File: src/rtl/ring_noc_pkg.sv
// Shared ring NoC definitions: packet geometry, header field positions and
// the NIC processor-side register map.
package ring_noc_pkg;

  localparam int unsigned PACKET_SIZE = 64;
  localparam int unsigned VC_BIT      = 63;
  localparam int unsigned DIR_BIT     = 62;
  localparam int unsigned HOP_HI      = 55;
  localparam int unsigned HOP_LO      = 48;

  typedef enum logic [1:0] {
    ADDR_IN_BUF     = 2'b00,
    ADDR_IN_STATUS  = 2'b01,
    ADDR_OUT_BUF    = 2'b10,
    ADDR_OUT_STATUS = 2'b11
  } nic_addr_e;

endpackage

File: src/rtl/nic_channel_buffer.sv
// One-entry packet register with a full flag, loaded and cleared by
// single-cycle strobes.
module nic_channel_buffer #(
  parameter int unsigned WIDTH = 64
) (
  input  logic             clk,
  input  logic             reset,
  input  logic             load,
  input  logic             clear,
  input  logic [WIDTH-1:0] d,
  output logic [WIDTH-1:0] q,
  output logic             full
);

  always_ff @(posedge clk) begin
    if (reset) begin
      q    <= '0;
      full <= 1'b0;
    end else if (load) begin
      q    <= d;
      full <= 1'b1;
    end else if (clear) begin
      full <= 1'b0;
    end
  end

endmodule

File: src/rtl/ring_nic.sv
// Ring NIC: single-entry input/output channels between a PE register map and
// the router PE port, with injection gated by router VC polarity.
module ring_nic
  import ring_noc_pkg::*;
#(
  parameter int unsigned PACKET_SIZE = ring_noc_pkg::PACKET_SIZE,
  parameter int unsigned VC_BIT      = ring_noc_pkg::VC_BIT,
  parameter int unsigned ADDR_WIDTH  = 2
) (
  input  logic                   clk,
  input  logic                   reset,
  input  logic [ADDR_WIDTH-1:0]  addr,
  input  logic [PACKET_SIZE-1:0] d_in,
  output logic [PACKET_SIZE-1:0] d_out,
  input  logic                   nicEn,
  input  logic                   nicWrEn,
  input  logic                   net_si,
  output logic                   net_ri,
  input  logic [PACKET_SIZE-1:0] net_di,
  output logic                   net_so,
  input  logic                   net_ro,
  output logic [PACKET_SIZE-1:0] net_do,
  input  logic                   net_polarity
);

  logic                   in_full, out_full;
  logic [PACKET_SIZE-1:0] in_buf, out_buf;
  logic                   rd, wr, in_load, in_clear, out_load;

  always_comb begin
    rd       = nicEn & ~nicWrEn;
    wr       = nicEn & nicWrEn;
    net_ri   = ~in_full;
    in_load  = net_si & ~in_full;
    in_clear = rd & (addr == ADDR_IN_BUF) & in_full;
    out_load = wr & (addr == ADDR_OUT_BUF) & ~out_full;
    net_so   = out_full & net_ro & (out_buf[VC_BIT] == net_polarity);
    net_do   = out_buf;
  end

  nic_channel_buffer #(.WIDTH(PACKET_SIZE)) u_in_chan (
    .clk   (clk),
    .reset (reset),
    .load  (in_load),
    .clear (in_clear),
    .d     (net_di),
    .q     (in_buf),
    .full  (in_full)
  );

  // A write that coincides with transmission sees out_full=1 and is dropped.
  nic_channel_buffer #(.WIDTH(PACKET_SIZE)) u_out_chan (
    .clk   (clk),
    .reset (reset),
    .load  (out_load),
    .clear (net_so),
    .d     (d_in),
    .q     (out_buf),
    .full  (out_full)
  );

  always_ff @(posedge clk) begin
    if (reset) begin
      d_out <= '0;
    end else if (rd) begin
      case (addr)
        ADDR_IN_BUF:     d_out <= in_buf;
        ADDR_IN_STATUS:  d_out <= PACKET_SIZE'(in_full);
        ADDR_OUT_STATUS: d_out <= PACKET_SIZE'(out_full);
        default:         d_out <= d_out;
      endcase
    end
  end

endmodule
File: config.mk
export PLATFORM = sky130hd
export DESIGN_NAME = ring_nic
export DESIGN_NICKNAME = d
export VERILOG_FILES = /design/src/rtl/ring_noc_pkg.sv /design/src/rtl/nic_channel_buffer.sv /design/src/rtl/ring_nic.sv
export SDC_FILE = /design/constraint.sdc
export NUM_CORES = 1
export LEC_CHECK = 0
export CAP_MARGIN = 20
export CELL_PAD_IN_SITES_DETAIL_PLACEMENT = 0
export CELL_PAD_IN_SITES_GLOBAL_PLACEMENT = 1
export CORE_ASPECT_RATIO = 1.2
export CORE_UTILIZATION = 35
export DETAILED_ROUTE_END_ITERATION = 10
export PLACE_DENSITY = 0.88
export SKIP_CTS_REPAIR_TIMING = 1
export SLEW_MARGIN = 15
export SYNTH_ARGS = -nofsm -noshare
export SYNTH_HDL_FRONTEND = slang
export SYNTH_SLANG_ARGS = --single-unit
File: constraint.sdc
create_clock -name clk -period 3.4 [get_ports clk]
set_clock_uncertainty 0.1 [all_clocks]
set_input_delay 0.68 -clock clk [delete_from_list [all_inputs] [get_ports clk]]
set_output_delay 0.68 -clock clk [all_outputs]
set_load 0.01 [all_outputs]
==> flow_summary_export.csv <==
group,metric,value,unit
layout,diodes,0,
worst_setup_path,worstPathMaxFanout,2,
yosys,netlist_area,7370,sq um
clock_network,clk_latency,430,ps
worst_setup_path,cpLargestDelayFamily,"buffers and inverters",
pwr,internal_power,3.66,mW
floorplan,initial_core_util,36.0,%
yosys,synth_cell_types,25,
clock_network,clkTransAtPathRegs,80,ps
clock_network,clock-sinks,194,
global_routing,grt_pass1_vias,6458,
pwr,ir_drop,0.331,mV
yosys,ys_seq_area_share,52.7,%
worst_setup_path,critical_path.endpoint,"net_so",
layout,fillCellCount,2026,
run_status,outcome,"finished clean",
clock_network,cts_root_buf,"clkbuf_16",
worst_setup_path,worstPathRequired,2620,ps
drt,drt_iter0_drc,401,
worst_setup_path,crit_path_start_kind,"input port",
sta,max_freq,359,MHz
yosys,synthFlopType,"dfxtp_1",
worst_setup_path,critical_path.startpoint,"net_polarity",
layout,final_nets,1224,
layout,final_cells,1365,
floorplan,fp.dieH,161,microns
yosys,syn-num-nets,1011,
yosys,synth_common_cells,"dfxtp_1, nand2_1, a21oi_1",
floorplan,fp.dieW,134,microns
sta,setup_viol,0,
sta,rsz0062_at_grt,"no",
floorplan,io-pin-count,267,
global_routing,grt_pass1_wl,33.6,mm
layout,drive_gt1_share,4.91,%
drt,wl,21.2,mm
sta,tightest_slew,966,ps
drt,antenna_left,0,
pwr,p_clk_share,41.8,%
yosys,synth.most_common_cell,"dfxtp_1",
yosys,yosysTopAreaCellShare,52.7,%
place,finalWeightedCongestion,0.761,
worst_setup_path,rrSetupSlack,1600,ps
global_routing,overflow,0,
worst_setup_path,path_common_cell,"clkdlybuf4s50_1",
global_routing,grt_max_degree,169,
sta,finalCriticalPeriod,2780,ps
yosys,synth_top_area_cell,"dfxtp_1",
drt,drc,0,
sta,period_share,81.8,%
run,max_cap_violations,0,
worst_setup_path,rr_worst_depth,4,
sta,maxSlewViolCount,0,
yosys,synth-async-reset-ratio,0,%
yosys,ys_top_cells_by_area,"dfxtp_1, nand2_1, a21oi_1",
yosys,netlist_instances,874,
place,dp.cells,1333,
floorplan,die-area,21700,sq um
yosys,ys_ff_latch,194,
worst_setup_path,reg2reg_to,"u_in_chan.q[59]",
worst_setup_path,critical_path_buf_inv_count,2,
pwr,p_leak,3.64,nW
worst_setup_path,cp-end-kind,"output pin",
worst_setup_path,path_class,"input port to output pin",
layout,utilization,52.7,%
global_routing,antenna_found_initial,1,
drt,drt_first_pass_iters,4,
drt,vias_per_cell,4.99,
global_routing,track_usage,19.5,%
yosys,synth_edf_count,0,
pwr,swShare,25.5,%
drt,wire_per_inst,15.6,microns
clock_network,cts_tree,"done",
drt,vias,6810,
sta,slew_headroom,35.6,%
clock_network,htreeDepth,4,
pwr,pwr-share-comb,9.9,%
pwr,power_density,455,nW/um^2
sta,hold_violations,0,
clock_network,clk_path_buf_depth,2,
worst_setup_path,crit_path_max_incr_delay,540,ps
floorplan,core-area,20500,sq um
pwr,p_sw,1.25,mW
place,io_buffers,266,
yosys,ys_warn_count,0,
worst_setup_path,path_cells,"clkdlybuf4s50_1 -> xnor2_1 -> and3_1 -> clkdlybuf4s50_1",
hold_path,min_path_type,"flip-flop to flip-flop",
worst_setup_path,r2r_start,"u_in_chan.full",
pwr,p_seq_share,48.3,%
clock_network,cts_buffers,17,
layout,area_growth,46.4,%
worst_setup_path,cp_slowest_cell,"clkdlybuf4s50_1",
yosys,avgSynthCellArea,8.43,sq um
sta,final.setup.tns,0,ps
worst_setup_path,cp_num_cells,4,
worst_setup_path,cp.arrival,2000,ps
place,post-dp-hpwl,13.2,mm
floorplan,rows,57,
[per-layer routing]
| layer | wire, microns | vias up | part of all wire, % | global-route usage [%] |
|---|---|---|---|---|
| met2 | 9830 | 228 | 46 | 31.8 |
| met5 | 0 | - | 0 | 0 |
| met3 | 2070 | 11 | 9.8 | 7.53 |
| li1 | - | 3395 | - | - |
| met1 | 9180 | 3176 | 43 | 24.1 |
| met4 | 149 | 0 | 0.70 | 4.75 |
[cell families after synthesis]
group / Yosys count / synth area share [%]
AND/OR/NAND/NOR: 335 / 24.1
buffers and inverters: 86 / 5.48
XOR/XNOR: 1 / 0.119
flip-flops: 194 / 52.7
AO/OA/AOI/OAI: 258 / 17.7
[worst min path at each step]
stage	from	slack, ps	end	depth (start not counted)
floorplan	u_in_chan.q[10]	330	d_out[10]	2
global placement	u_in_chan.q[17]	340	d_out[17]	2
detailed placement	u_in_chan.q[60]	340	d_out[60]	2
CTS	u_in_chan.q[52]	350	d_out[52]	2
global route	u_in_chan.q[1]	360	d_out[1]	2
finish	u_in_chan.q[52]	340	d_out[52]	2
[power by group through the flow]
stage	sequential (mW)	clock (mW)	combinational (mW)
2_1_floorplan	2.43	0	0.207
3_3_place_gp	2.42	0	0.488
3_5_place_dp	2.42	0	0.490
4_1_cts	2.37	2.13	0.492
5_1_grt	2.38	2.21	0.529
6_report	2.37	2.05	0.486
[worst register-to-register path, delay by kind of cell (launching register included)]
kind | cells | cell delay [ps]
compound gates | 1 | 140
buf+inv | 1 | 280
flops | 1 | 440
simple gates | 2 | 780
[area by class of cell]
class	count	area [sq um]	share of cell area, %
inverter	1	3.75	0.0348
tap	265	332	3.07
multi-input combinational	594	3110	28.8
clock inverter	15	189	1.75
timing repair buffer	279	2840	26.4
sequential	194	3880	36.0
clock buffer	17	425	3.94
[placed cells by master (no fill, tap or decap), types with 2 or more instances in the layout]
cell and n:
a21oi_1 127, buf_12 7, buf_4 6, clkbuf_16 17
clkdlybuf4s50_1 264, clkinv_4 3, clkinv_8 4, dfxtp_1 194
inv_6 3, inv_8 3, nand2_1 193, nand2b_1 66
nand2b_2 2, nand4b_1 64, nor2_1 3, nor2b_4 2
o21ai_0 67, o21ai_1 60
[flip-flops by register name, summed over array words and instances (netlist names)]
signal / count
d_out: 64
u_out_chan.q: 64
u_out_chan.full: 1
u_in_chan.q: 64
u_in_chan.full: 1
[stage by stage]
stage	hold slack, ps	worst slack (ps)	total power, mW	cell area (sq um)
after floorplan	332	1620	2.63	7370
after global placement	336	620	2.91	10200
after detailed placement	343	615	2.91	10200
after CTS	346	610	4.99	10800
after global routing	363	568	5.12	10800
final	341	618	4.91	10800
(Power assumes the default switching activity.)
